**config.mk**
```make
export PLATFORM = sky130hd
export DESIGN_NAME = mem_access_stage
export DESIGN_NICKNAME = d
export VERILOG_FILES = /design/src/rtl/mem_access_stage.sv
export SDC_FILE = /design/constraint.sdc
export NUM_CORES = 1
export LEC_CHECK = 0
export CAP_MARGIN = 40
export CORE_AREA = 2 2 161 163
export CTS_CLUSTER_DIAMETER = 30
export DETAILED_ROUTE_END_ITERATION = 8
export DIE_AREA = 0 0 163 165
export GPL_ROUTABILITY_DRIVEN = 0
export PLACE_DENSITY = 0.63
export SYNTH_ARGS = -nofsm -noshare
export SYNTH_HDL_FRONTEND = slang
export SYNTH_SLANG_ARGS = --single-unit
export TNS_END_PERCENT = 30
```
**constraint.sdc**
```tcl
create_clock -name CLK -period 3 [get_ports CLK]
set_clock_uncertainty 0.1 [all_clocks]
set_input_delay 0.45 -clock CLK [delete_from_list [all_inputs] [get_ports CLK]]
set_output_delay 0.45 -clock CLK [all_outputs]
set_load 0.05 [all_outputs]
```
**src/rtl/mem_access_stage.sv**
```systemverilog
// Pipeline MEM stage: data-memory loads/stores with req/ack handshake, load alignment and
// extension, upstream stall and WB register. Optional misalign trap: MEM_MISALIGN_TRAP_EN.
module mem_access_stage (
   input  logic        CLK,
   input  logic        RESET,
   input  logic [31:0] Instr1_IN,
   input  logic [31:0] Instr1_PC_IN,
   input  logic [31:0] ALU_result1_IN,
   input  logic [4:0]  WriteRegister1_IN,
   input  logic [31:0] MemWriteData1_IN,
   input  logic        RegWrite1_IN,
   input  logic        MemRead1_IN,
   input  logic        MemWrite1_IN,
   input  logic [5:0]  ALU_Control1_IN,
   output logic        dmem_req,
   output logic        dmem_we,
   output logic [31:0] dmem_addr,
   output logic [31:0] dmem_wdata,
   output logic [3:0]  dmem_be,
   input  logic [31:0] dmem_rdata,
   input  logic        dmem_ack,
   output logic        Stall_OUT,
   output logic [4:0]  MemFwdReg_OUT,
   output logic [31:0] MemFwdData_OUT,
   output logic [31:0] Instr1_OUT,
   output logic [31:0] Instr1_PC_OUT,
   output logic [31:0] WriteData1_OUT,
   output logic [4:0]  WriteRegister1_OUT,
   output logic        RegWrite1_OUT,
`ifdef MEM_MISALIGN_TRAP_EN
   output logic        MisalignErr_OUT,
   output logic [31:0] BadAddr_OUT,
`endif
   output logic [31:0] StallCount_OUT
);

   localparam logic [5:0] OpLb  = 6'h20;
   localparam logic [5:0] OpLh  = 6'h21;
   localparam logic [5:0] OpLbu = 6'h24;
   localparam logic [5:0] OpLhu = 6'h25;
   localparam logic [5:0] OpSb  = 6'h28;
   localparam logic [5:0] OpSh  = 6'h29;

   typedef enum logic {StIdle, StWait} state_e;
   state_e state_q, state_d;

   logic [31:0] instr_q, instr_d, pc_q, pc_d, wdata_q, wdata_d, cnt_q, cnt_d;
   logic [4:0]  wreg_q, wreg_d;
   logic        regwr_q, regwr_d;
   logic        acc_raw, acc, mis, sz_byte, sz_half, stall;
   logic [1:0]  lane;
   logic [7:0]  ld_byte;
   logic [15:0] ld_half;
   logic [31:0] ld_data;
   logic [3:0]  be;
   logic [31:0] st_data;
`ifdef MEM_MISALIGN_TRAP_EN
   logic        err_q, err_d;
   logic [31:0] bad_q, bad_d;
`endif

   always_comb begin
      acc_raw = MemRead1_IN | MemWrite1_IN;
      lane    = ALU_result1_IN[1:0];
      // Writes take priority, so a read+write decodes with the store size.
      if (MemWrite1_IN) begin
         sz_byte = (ALU_Control1_IN == OpSb);
         sz_half = (ALU_Control1_IN == OpSh);
      end else begin
         sz_byte = (ALU_Control1_IN == OpLb) || (ALU_Control1_IN == OpLbu);
         sz_half = (ALU_Control1_IN == OpLh) || (ALU_Control1_IN == OpLhu);
      end
      mis = 1'b0;
`ifdef MEM_MISALIGN_TRAP_EN
      mis = acc_raw & ((sz_half & lane[0]) | (!sz_byte & !sz_half & (lane != 2'b00)));
`endif
      acc = acc_raw & !mis;

      if (sz_byte) begin
         be      = 4'b0001 << lane;
         st_data = {4{MemWriteData1_IN[7:0]}};
      end else if (sz_half) begin
         be      = lane[1] ? 4'b1100 : 4'b0011;
         st_data = {2{MemWriteData1_IN[15:0]}};
      end else begin
         be      = 4'b1111;
         st_data = MemWriteData1_IN;
      end

      ld_byte = dmem_rdata[8*lane +: 8];
      ld_half = lane[1] ? dmem_rdata[31:16] : dmem_rdata[15:0];
      case (ALU_Control1_IN)
         OpLb:    ld_data = {{24{ld_byte[7]}}, ld_byte};
         OpLbu:   ld_data = {24'h0, ld_byte};
         OpLh:    ld_data = {{16{ld_half[15]}}, ld_half};
         OpLhu:   ld_data = {16'h0, ld_half};
         default: ld_data = dmem_rdata;
      endcase
   end

   // Combinational outputs are forced low while reset is held so an abandoned request drops.
   always_comb begin
      stall          = RESET & acc & !dmem_ack;
      dmem_req       = RESET & ((state_q == StWait) | acc);
      dmem_we        = RESET & MemWrite1_IN;
      dmem_addr      = RESET ? {ALU_result1_IN[31:2], 2'b00} : 32'h0;
      dmem_wdata     = RESET ? st_data : 32'h0;
      dmem_be        = dmem_req ? be : 4'b0000;
      Stall_OUT      = stall;
      MemFwdReg_OUT  = (RESET & RegWrite1_IN) ? WriteRegister1_IN : 5'd0;
      MemFwdData_OUT = RESET ? ALU_result1_IN : 32'h0;
   end

   always_comb begin
      state_d = state_q;
      instr_d = instr_q;
      pc_d    = pc_q;
      wdata_d = wdata_q;
      wreg_d  = wreg_q;
      regwr_d = regwr_q;
      cnt_d   = cnt_q;
      unique case (state_q)
         StIdle:  if (acc && !dmem_ack) state_d = StWait;
         StWait:  if (dmem_ack || !acc) state_d = StIdle;
         default: state_d = StIdle;
      endcase
      if (stall) begin
         instr_d = 32'h0;
         wreg_d  = 5'd0;
         regwr_d = 1'b0;
         if (cnt_q != 32'hFFFF_FFFF) cnt_d = cnt_q + 32'd1;
      end else begin
         instr_d = Instr1_IN;
         pc_d    = Instr1_PC_IN;
         wreg_d  = WriteRegister1_IN;
         wdata_d = (MemRead1_IN && !MemWrite1_IN) ? ld_data : ALU_result1_IN;
         regwr_d = RegWrite1_IN & !(MemRead1_IN & MemWrite1_IN) & !mis;
      end
`ifdef MEM_MISALIGN_TRAP_EN
      err_d = mis;
      bad_d = mis ? ALU_result1_IN : bad_q;
`endif
   end

   always_ff @(posedge CLK or negedge RESET) begin
      if (!RESET) begin
         state_q <= StIdle;
         instr_q <= 32'h0;
         pc_q    <= 32'h0;
         wdata_q <= 32'h0;
         wreg_q  <= 5'd0;
         regwr_q <= 1'b0;
         cnt_q   <= 32'h0;
`ifdef MEM_MISALIGN_TRAP_EN
         err_q   <= 1'b0;
         bad_q   <= 32'h0;
`endif
      end else begin
         state_q <= state_d;
         instr_q <= instr_d;
         pc_q    <= pc_d;
         wdata_q <= wdata_d;
         wreg_q  <= wreg_d;
         regwr_q <= regwr_d;
         cnt_q   <= cnt_d;
`ifdef MEM_MISALIGN_TRAP_EN
         err_q   <= err_d;
         bad_q   <= bad_d;
`endif
      end
   end

   assign Instr1_OUT         = instr_q;
   assign Instr1_PC_OUT      = pc_q;
   assign WriteData1_OUT     = wdata_q;
   assign WriteRegister1_OUT = wreg_q;
   assign RegWrite1_OUT      = regwr_q;
   assign StallCount_OUT     = cnt_q;
`ifdef MEM_MISALIGN_TRAP_EN
   assign MisalignErr_OUT    = err_q;
   assign BadAddr_OUT        = bad_q;
`endif

endmodule
```
Word level (Yosys, flattened, before mapping)
Cells that the tools add are included.
Widths: inputs -> output; s select.

word-level totals
  memories = 0
  input bits = 177
  register bits after elaboration = 135
  ROM bits = 0
  RAM bits = 0
  bits in latches = 0
  logic and storage cells = 58

operators by class
  div/mod/pow operators = 0
  magnitude comparators = 0
  eq/ne operators = 7
  multiplexer cells = 21
  shift-type cells = 2
  multiply operators = 0
  reduce and logical (&&, ||, !) cells = 10
  bitwise gates (word level) = 10
  add/subtract/negate cells = 1

operators by type and width
  cell                   number
  $mux 32                7
  $pmux 32 s4            1
  $eq 6x6->1 const B     6
  $add 32x1->32 const B  1
  $ne 32x32->1 const B   1
  $shiftx 32x6->8        1
  $mux 16                1
  $mux 4                 4
  $mux 5                 2
  $and 1x1->1            7
  $mux 1                 5
  $logic_not 1->1        4
  $shl 1x2->4 const A    1
  $logic_or 1x1->1       3
  $logic_and 1x1->1      2
  $or 1x1->1             2
  $pmux 1 s2             1
  $reduce_and 2->1       1
  $not 1->1              1

Depth between registers and ports, before layout
Gate-level depths: netlist of the first run.

  depth in word-level cells = 6
  mapped depth = 9
  depth with buffers taken out = 6

Worst setup path after synthesis of the first run
OpenSTA, ideal clock, no wires.

  path kind = input-to-output
  start point = in MemWrite1_IN
  end point = out dmem_be[0]
  stages = 6
  data required time = 2.450 ns
  setup slack = 0.284 ns
  arrival time = 2.166 ns
  path buffers = 3
  cells stage by stage = buf_2 and3b_1 o211a_1 buf_2 clkbuf_1 a21oi_1

between the ends
  cells in the longest elaborated chain, start to end = 4

RTL lines
  element                                       RTL line  text
  start: declaration                            13        input logic MemWrite1_IN,
  $mux 1 / $or 1x1->1 (equally long branches)   66, 63
  $mux 4 / $or 1x1->1 (equally long branches)   82, 104
  $mux 4 / $and 1x1->1 (equally long branches)  79, 104
  $mux 4 *                                      108       dmem_be = dmem_req ? be : 4'b0000;
  end: declaration                              19        output logic [3:0] dmem_be,

Mark *: on every way between the ends. The rest lies on a longest branch, timed or not.

Worst setup path after layout of the first run
  start point = in ALU_Control1_IN[3]
  end point = out dmem_wdata[18]

between the ends
  cells in the longest elaborated chain, start to end = 6

RTL lines
  element             RTL line  text
  start: declaration  14        input logic [5:0] ALU_Control1_IN,
  $eq 6x6->1          71        sz_half = (ALU_Control1_IN == OpLh) || (ALU_Control1_IN == OpLhu);
  $logic_or 1x1->1    71
  $mux 1              66        if (MemWrite1_IN) begin
  $mux 32             82        end else if (sz_half) begin
  $mux 32 *           79        if (sz_byte) begin
  $mux 32 *           107       dmem_wdata = RESET ? st_data : 32'h0;
  end: declaration    18        output logic [31:0] dmem_wdata,

Marked as above.

==> impl_metrics.toml, run 1 <==
[synth]
synthSimpleGateAreaFrac = 0.268
synth_seq_area_share = 0.465
synth_edf_count = 0
synth_top_cell_by_area = "dfrtp_1"
ys_warn_count = 0
synth_area_leaders = "dfrtp_1 46%, nand2_1 7.7%, and2_1 7.1%"
synthAdderAreaFrac = 0.00172
syn_area_per_cell_um2 = 9.13
synthXorXnorAreaFrac = 0.0374
synth_compound_area_frac = 0.103
synthArstFlopShare = 1.00
ys_ff_latch = 135
synth_top_family_by_area = "simple AND/OR/NAND/NOR gates"
yosysUniqueCellTypes = 48
ys.flop_type = "dfrtp_1"
synth.area.mux_share = 0.0570
synth_top_area_share = 0.465
synth_area_mm2 = 0.00727
syn-instance-count = 796

[clock_tree]
clock_latency_ps = 420
cts_buffer_depth = 2
cts-root-buf = "clkbuf_16"
cts_buffers = 17
clk_pin_slew_ps = 70
cts_tree = "built"
cts-resized-gates = 0
htreeDepth = 4
cts_sinks = 135

[final_layout]
nNetsFinal = 1361
diodes = 0
drive_gt1_frac = 0.135
final_cells = 1526
multiInputGateArea_mm2 = 0.00342
finish.instance_area_mm2 = 0.0127
area_delta_synth_final_pct = 74.2
seq_area_mm2 = 0.00338
fill_cells = 2355

[sta]
setup_viol = 0
setup_tns_ps = 0
relSlewSlack = 0.426
final_max_slew_viol_count = 0
timing.final.crit_period_ps = 2790
rsz0062_at_grt = "false"
timing.final.crit_share = 0.931
max_freq_ghz = 0.358
hold_viol = 0
fin_ws_ps = 207
tightest_slew_ps = 861

[min_path]
hold_class = "input pin to asynchronous set/reset pin"

[route]
dr.pass1.iters = 5
routed_wl_um = 28900
wl_per_cell_um = 19.0
drc = 0
vias = 7188
ant_nets = 0
initialDrtViolationCount = 395
viasPerCell = 4.71

[critical_path]
r2r_slack_ps = 520
setup.worst_path.start_class = "input pin"
path_cells = "clkdlybuf4s50_1 -> and3b_1 -> o211a_1 -> buf_4 -> mux2i_1 -> nor2b_1 -> buf_12"
endpoint_kind = "output pin"
cp_max_fo = 28
critPathSlowestCell = "clkdlybuf4s50_1"
cp.arrival_ps = 2240
worstSetupPathType = "input pin to output pin"
critPathRequiredTime_ps = 2450
critPathMaxStageDelay_ps = 560

[floorplan]
ios = 419
core_mm2 = 0.0250
start_util = 0.290
die_y_um = 165
die_area_mm2 = 0.0269
rows = 58
die_w_um = 163

[place]
post-place-ws_ps = 219
port_buffers = 416
placedCellCount = 1493
dpl_cell_area_mm2 = 0.0121
dp_hpwl_um = 22800

[run_status]
status = "finished, final reports clean"

[grt]
top_usage_layer = "met2"
met3_usage = 0.0563
grt_max_degree = 88
track_usage = 0.212
grt_first_pass_wirelength_um = 42900
grt_pass1_vias = 7151
antenna_found_initial = 0
grt_overflow_total = 0
met1_usage = 0.264
grt_util_met2 = 0.365

[pwr]
p_per_area_mw_per_mm2 = 499
p_leak_uw = 0.00559
ir_drop_v = 0.000317

[run]
drv.max_cap_violation_count = 0
-- repair_timing --
action	in CTS	in global routing
hold buffers	1	0
buffers inserted	0	0
endpoints found under the hold margin	4	0
-- sequential cells by signal, summed over array words and instances, names as in the netlist --
signal and count:
Instr1_OUT 32, Instr1_PC_OUT 32, StallCount_OUT 32, WriteData1_OUT 32
WriteRegister1_OUT 5, RegWrite1_OUT 1, state_q 1
-- per-layer routing --
layer  vias to the layer above  part of all wire
li1                       3447                 -
met2                       294              0.50
met1                      3423              0.41
met5                         -                 0
met4                         0             0.014
met3                        24             0.074
-- cells in the mapped netlist, types with 4 or more instances --
library cell and n:
nor2_1 47, inv_1 4, and3_1 16, o22ai_1 6
nand2b_1 6, buf_2 23, a21oi_1 46, buf_1 4
dfrtp_1 135, xnor2_1 11, nand3_1 27, nand2_1 150
mux2i_1 38, nor2b_1 26, xor2_1 20, nor3_1 8
o221ai_1 9, o21ai_0 16, and4_1 7, buf_4 33
and2_1 82, nand4_1 12, o211a_1 9, clkbuf_1 22
a311oi_1 16
-- critical path, delay by kind of cell --
| kind | cells | cell delay [ps] |
|---|---|---|
| mux | 1 | 140 |
| simple gates | 2 | 400 |
| compound gates | 1 | 160 |
| buf+inv | 3 | 1070 |
-- cell usage in the layout, fill, tap and decap left out, types with 5 or more instances in the layout --
| cell | n |
|---|---|
| a21oi_1 | 46 |
| a311oi_1 | 16 |
| and2_1 | 82 |
| and3_1 | 16 |
| and4_1 | 7 |
| buf_12 | 53 |
| buf_4 | 65 |
| clkbuf_16 | 17 |
| clkdlybuf4s50_1 | 329 |
| dfrtp_1 | 135 |
| inv_6 | 5 |
| mux2i_1 | 38 |
| nand2_1 | 150 |
| nand2b_1 | 6 |
| nand3_1 | 27 |
| nand4_1 | 12 |
| nor2_1 | 47 |
| nor2b_1 | 25 |
| nor3_1 | 8 |
| o211a_1 | 9 |
| o21ai_0 | 16 |
| o221ai_1 | 9 |
| o22ai_1 | 6 |
| xnor2_1 | 11 |
| xor2_1 | 20 |
-- area by class of cell --
type | instances | share of cell area
inverter | 4 | 0.00128
sequential | 135 | 0.267
tap | 330 | 0.0326
timing repair buffer | 450 | 0.385
multi-input combinational | 575 | 0.270
clock buffer | 19 | 0.0350
clock inverter | 13 | 0.00880
-- kinds of logic (layout without fill, tap and decap cells) --
logic type,count (synthesis),after routing
compound gates,113,113
xor+xnor,31,31
fa+ha+maj,1,1
buf+inv,87,486
flops,135,135
mux,40,40
other cells,1,2
simple gates,388,388
-- metrics by stage --
| stage | power (uW) | utilization | hold slack (ps) |
|---|---|---|---|
| floorplan | 3370 | - | 54.4 |
| global placement | 4370 | 0.483 | 250 |
| detailed placement | 4390 | 0.483 | 251 |
| CTS | 6400 | 0.506 | 33.1 |
| global route | 6590 | 0.506 | 57.7 |
| finish | 6320 | 0.506 | 52.2 |
-- path summary, 6_finish.rpt --
path                                    start           endpoint  cells past startpoint
setup reg to reg            StallCount_OUT[0]  StallCount_OUT[1]                      6
min in group CLK            Instr1_PC_OUT[13]  Instr1_PC_OUT[13]                      2
setup / recovery           ALU_Control1_IN[3]     dmem_wdata[18]                      7
hold / removal                          RESET  WriteData1_OUT[2]                      2
max in group asynchronous               RESET     Instr1_OUT[21]                      4
hold reg to reg             Instr1_PC_OUT[13]  Instr1_PC_OUT[13]                      2
-- power breakdown --
part | total, uW | internal [uW] | switching [uW]
sequential | 2090 | 1980 | 112
combinational | 2250 | 867 | 1380
clock | 1980 | 1100 | 878
total | 6320 | 3950 | 2370
Note: power is estimated with default switching activity, not from simulation.
==> run 2, diff against run 1 <==
--- a/config.mk
+++ b/config.mk
@@ -5,9 +5,8 @@
 export SDC_FILE = /design/constraint.sdc
 export NUM_CORES = 1
 export LEC_CHECK = 0
-export CAP_MARGIN = 40
 export CORE_AREA = 2 2 161 163
-export CTS_CLUSTER_DIAMETER = 30
+export CTS_CLUSTER_DIAMETER = 40
 export DETAILED_ROUTE_END_ITERATION = 8
 export DIE_AREA = 0 0 163 165
 export GPL_ROUTABILITY_DRIVEN = 0
==> run 2 against run 1 <==
  * Critical path type unchanged
  * First-iteration DRC count rose by 24%
  * Global-route usage rose by 0.16 points
  * Final cell count barely moved
  * Total power rose by 1.3%
  * Critical path depth did not move
  * Sequential cell count did not move
  * Wire length fell by 0.11%
  * Maximum frequency fell by 0.52%
  * Cell area rose by 0.11%
  * Non-clock buffer count fell by 1
  * Die area did not move
==> impl_metrics.toml, run 2 (same netlist as run 1, synthesis figures left out) <==
[clock_tree]
post_cts.repair.setup_buffers = 0
cts_buffers = 17
clk_pin_slew_ps = 70
htreeDepth = 4
cts_sinks = 135
cts-root-buf = "clkbuf_16"
cts_buffer_depth = 2
clock_latency_ps = 410
cts_tree = "built"

[sta]
hold_viol = 0
rsz0062_at_grt = "false"
setup_viol = 0
timing.final.crit_period_ps = 2810
relSlewSlack = 0.198
timing.final.crit_share = 0.936
tightest_slew_ps = 1200
max_freq_ghz = 0.356
fin_ws_ps = 193
final_max_slew_viol_count = 0

[final_layout]
area_delta_synth_final_pct = 74.4
diodes = 0
nNetsFinal = 1360
drive_gt1_frac = 0.134
post-route-util = 0.506
fill_cells = 2326
final_cell_mix = "329 x clkdlybuf4s50_1, 150 x nand2_1, 135 x dfrtp_1"
final_common_cell = "clkdlybuf4s50_1"

[critical_path]
critPathRequiredTime_ps = 2450
worstSetupPathType = "input pin to output pin"
r2r_cells = 6
cp.arrival_ps = 2260
endpoint_kind = "output pin"
setup.worst_path.start_class = "input pin"
cp_max_fo = 28

[floorplan]
die_w_um = 163
start_util = 0.290
die_area_mm2 = 0.0269
die_y_um = 165
core_mm2 = 0.0250
ios = 419
rows = 58

[route]
vias = 7209
drc = 0
ant_nets = 0
wl_per_cell_um = 19.0
initialDrtViolationCount = 490
dr.pass1.iters = 4
routed_wl_um = 28900
viasPerCell = 4.73

[place]
port_buffers = 416
dp_hpwl_um = 22700
post-place-ws_ps = -73.6

[pwr]
p_per_area_mw_per_mm2 = 505
p_leak_uw = 0.00560
ir_drop_v = 0.000403

[grt]
grt_pass1_vias = 7267
grt_max_degree = 88
grt_first_pass_wirelength_um = 43400
grt_overflow_total = 0
track_usage = 0.213
antenna_found_initial = 0

[run_status]
status = "finished, final reports clean"

[run]
drv.max_cap_violation_count = 0

[min_path]
hold_class = "input pin to asynchronous set/reset pin"
[run 2: changes by cell type in the layout (fill, tap and decap cells not counted), sizes merged]
cell	before	now
buf	119	118
bufinv	0	1
clkinvlp	4	3
[run 2: through the flow]
step                area [um2]  hold WS (ps)  TNS [ps]  total power, uW  cells
detailed placement       12100           249      -551             4380   1492
finish                   12700          41.7         0             6400   1525
global placement         12100           250         0             4370   1492
CTS                      12700          29.5         0             6490   1525
global route             12700          48.5         0             6670   1525
floorplan                 7270          54.4         0             3370    797
[run 2: final cells by class]
type	instances	area, um2	share of cell area
clock inverter	13	136	0.0108
timing repair buffer	449	4870	0.384
multi-input combinational	575	3420	0.270
clock buffer	19	443	0.0349
inverter	4	16.3	0.00128
sequential	135	3380	0.267
tap	330	413	0.0326
[run 2: path summary, 6_finish.rpt]
check | start | end | slack, ps
max in group asynchronous | RESET | Instr1_OUT[13] | 2040
max reg2reg | StallCount_OUT[0] | StallCount_OUT[1] | 550
max | ALU_Control1_IN[3] | dmem_wdata[18] | 190
min in group CLK | Instr1_PC_OUT[19] | Instr1_PC_OUT[19] | 360
min reg2reg | Instr1_PC_OUT[19] | Instr1_PC_OUT[19] | 360
min | RESET | WriteData1_OUT[10] | 40
[run 2: per-layer routing]
layer / share of wire / track usage / up-vias / wire length, um
li1: - / - / 3442 / -
met1: 0.40 / 0.260 / 3441 / 11700
met2: 0.49 / 0.363 / 288 / 14100
met3: 0.083 / 0.0638 / 38 / 2390
met4: 0.025 / 0.0672 / 0 / 722
met5: 0 / 0 / - / 0
[run 2: critical path: stages]
cell             delay (ps)
clkdlybuf4s50_1         560
and3b_1                 180
o211a_1                 170
buf_4                   350
mux2i_1                 140
nor2b_1                 220
buf_12                  170
[run 2: power by group]
group / total, uW / switching [uW] / internal [uW]
clock network: 2060 / 873 / 1190
registers: 2090 / 112 / 1980
logic: 2250 / 1380 / 866
[run 2: repair_timing]
action                    4_1_cts  5_1_grt
hold endpoints to repair        4        0
hold buffers                    1        0
resized for setup               0        0
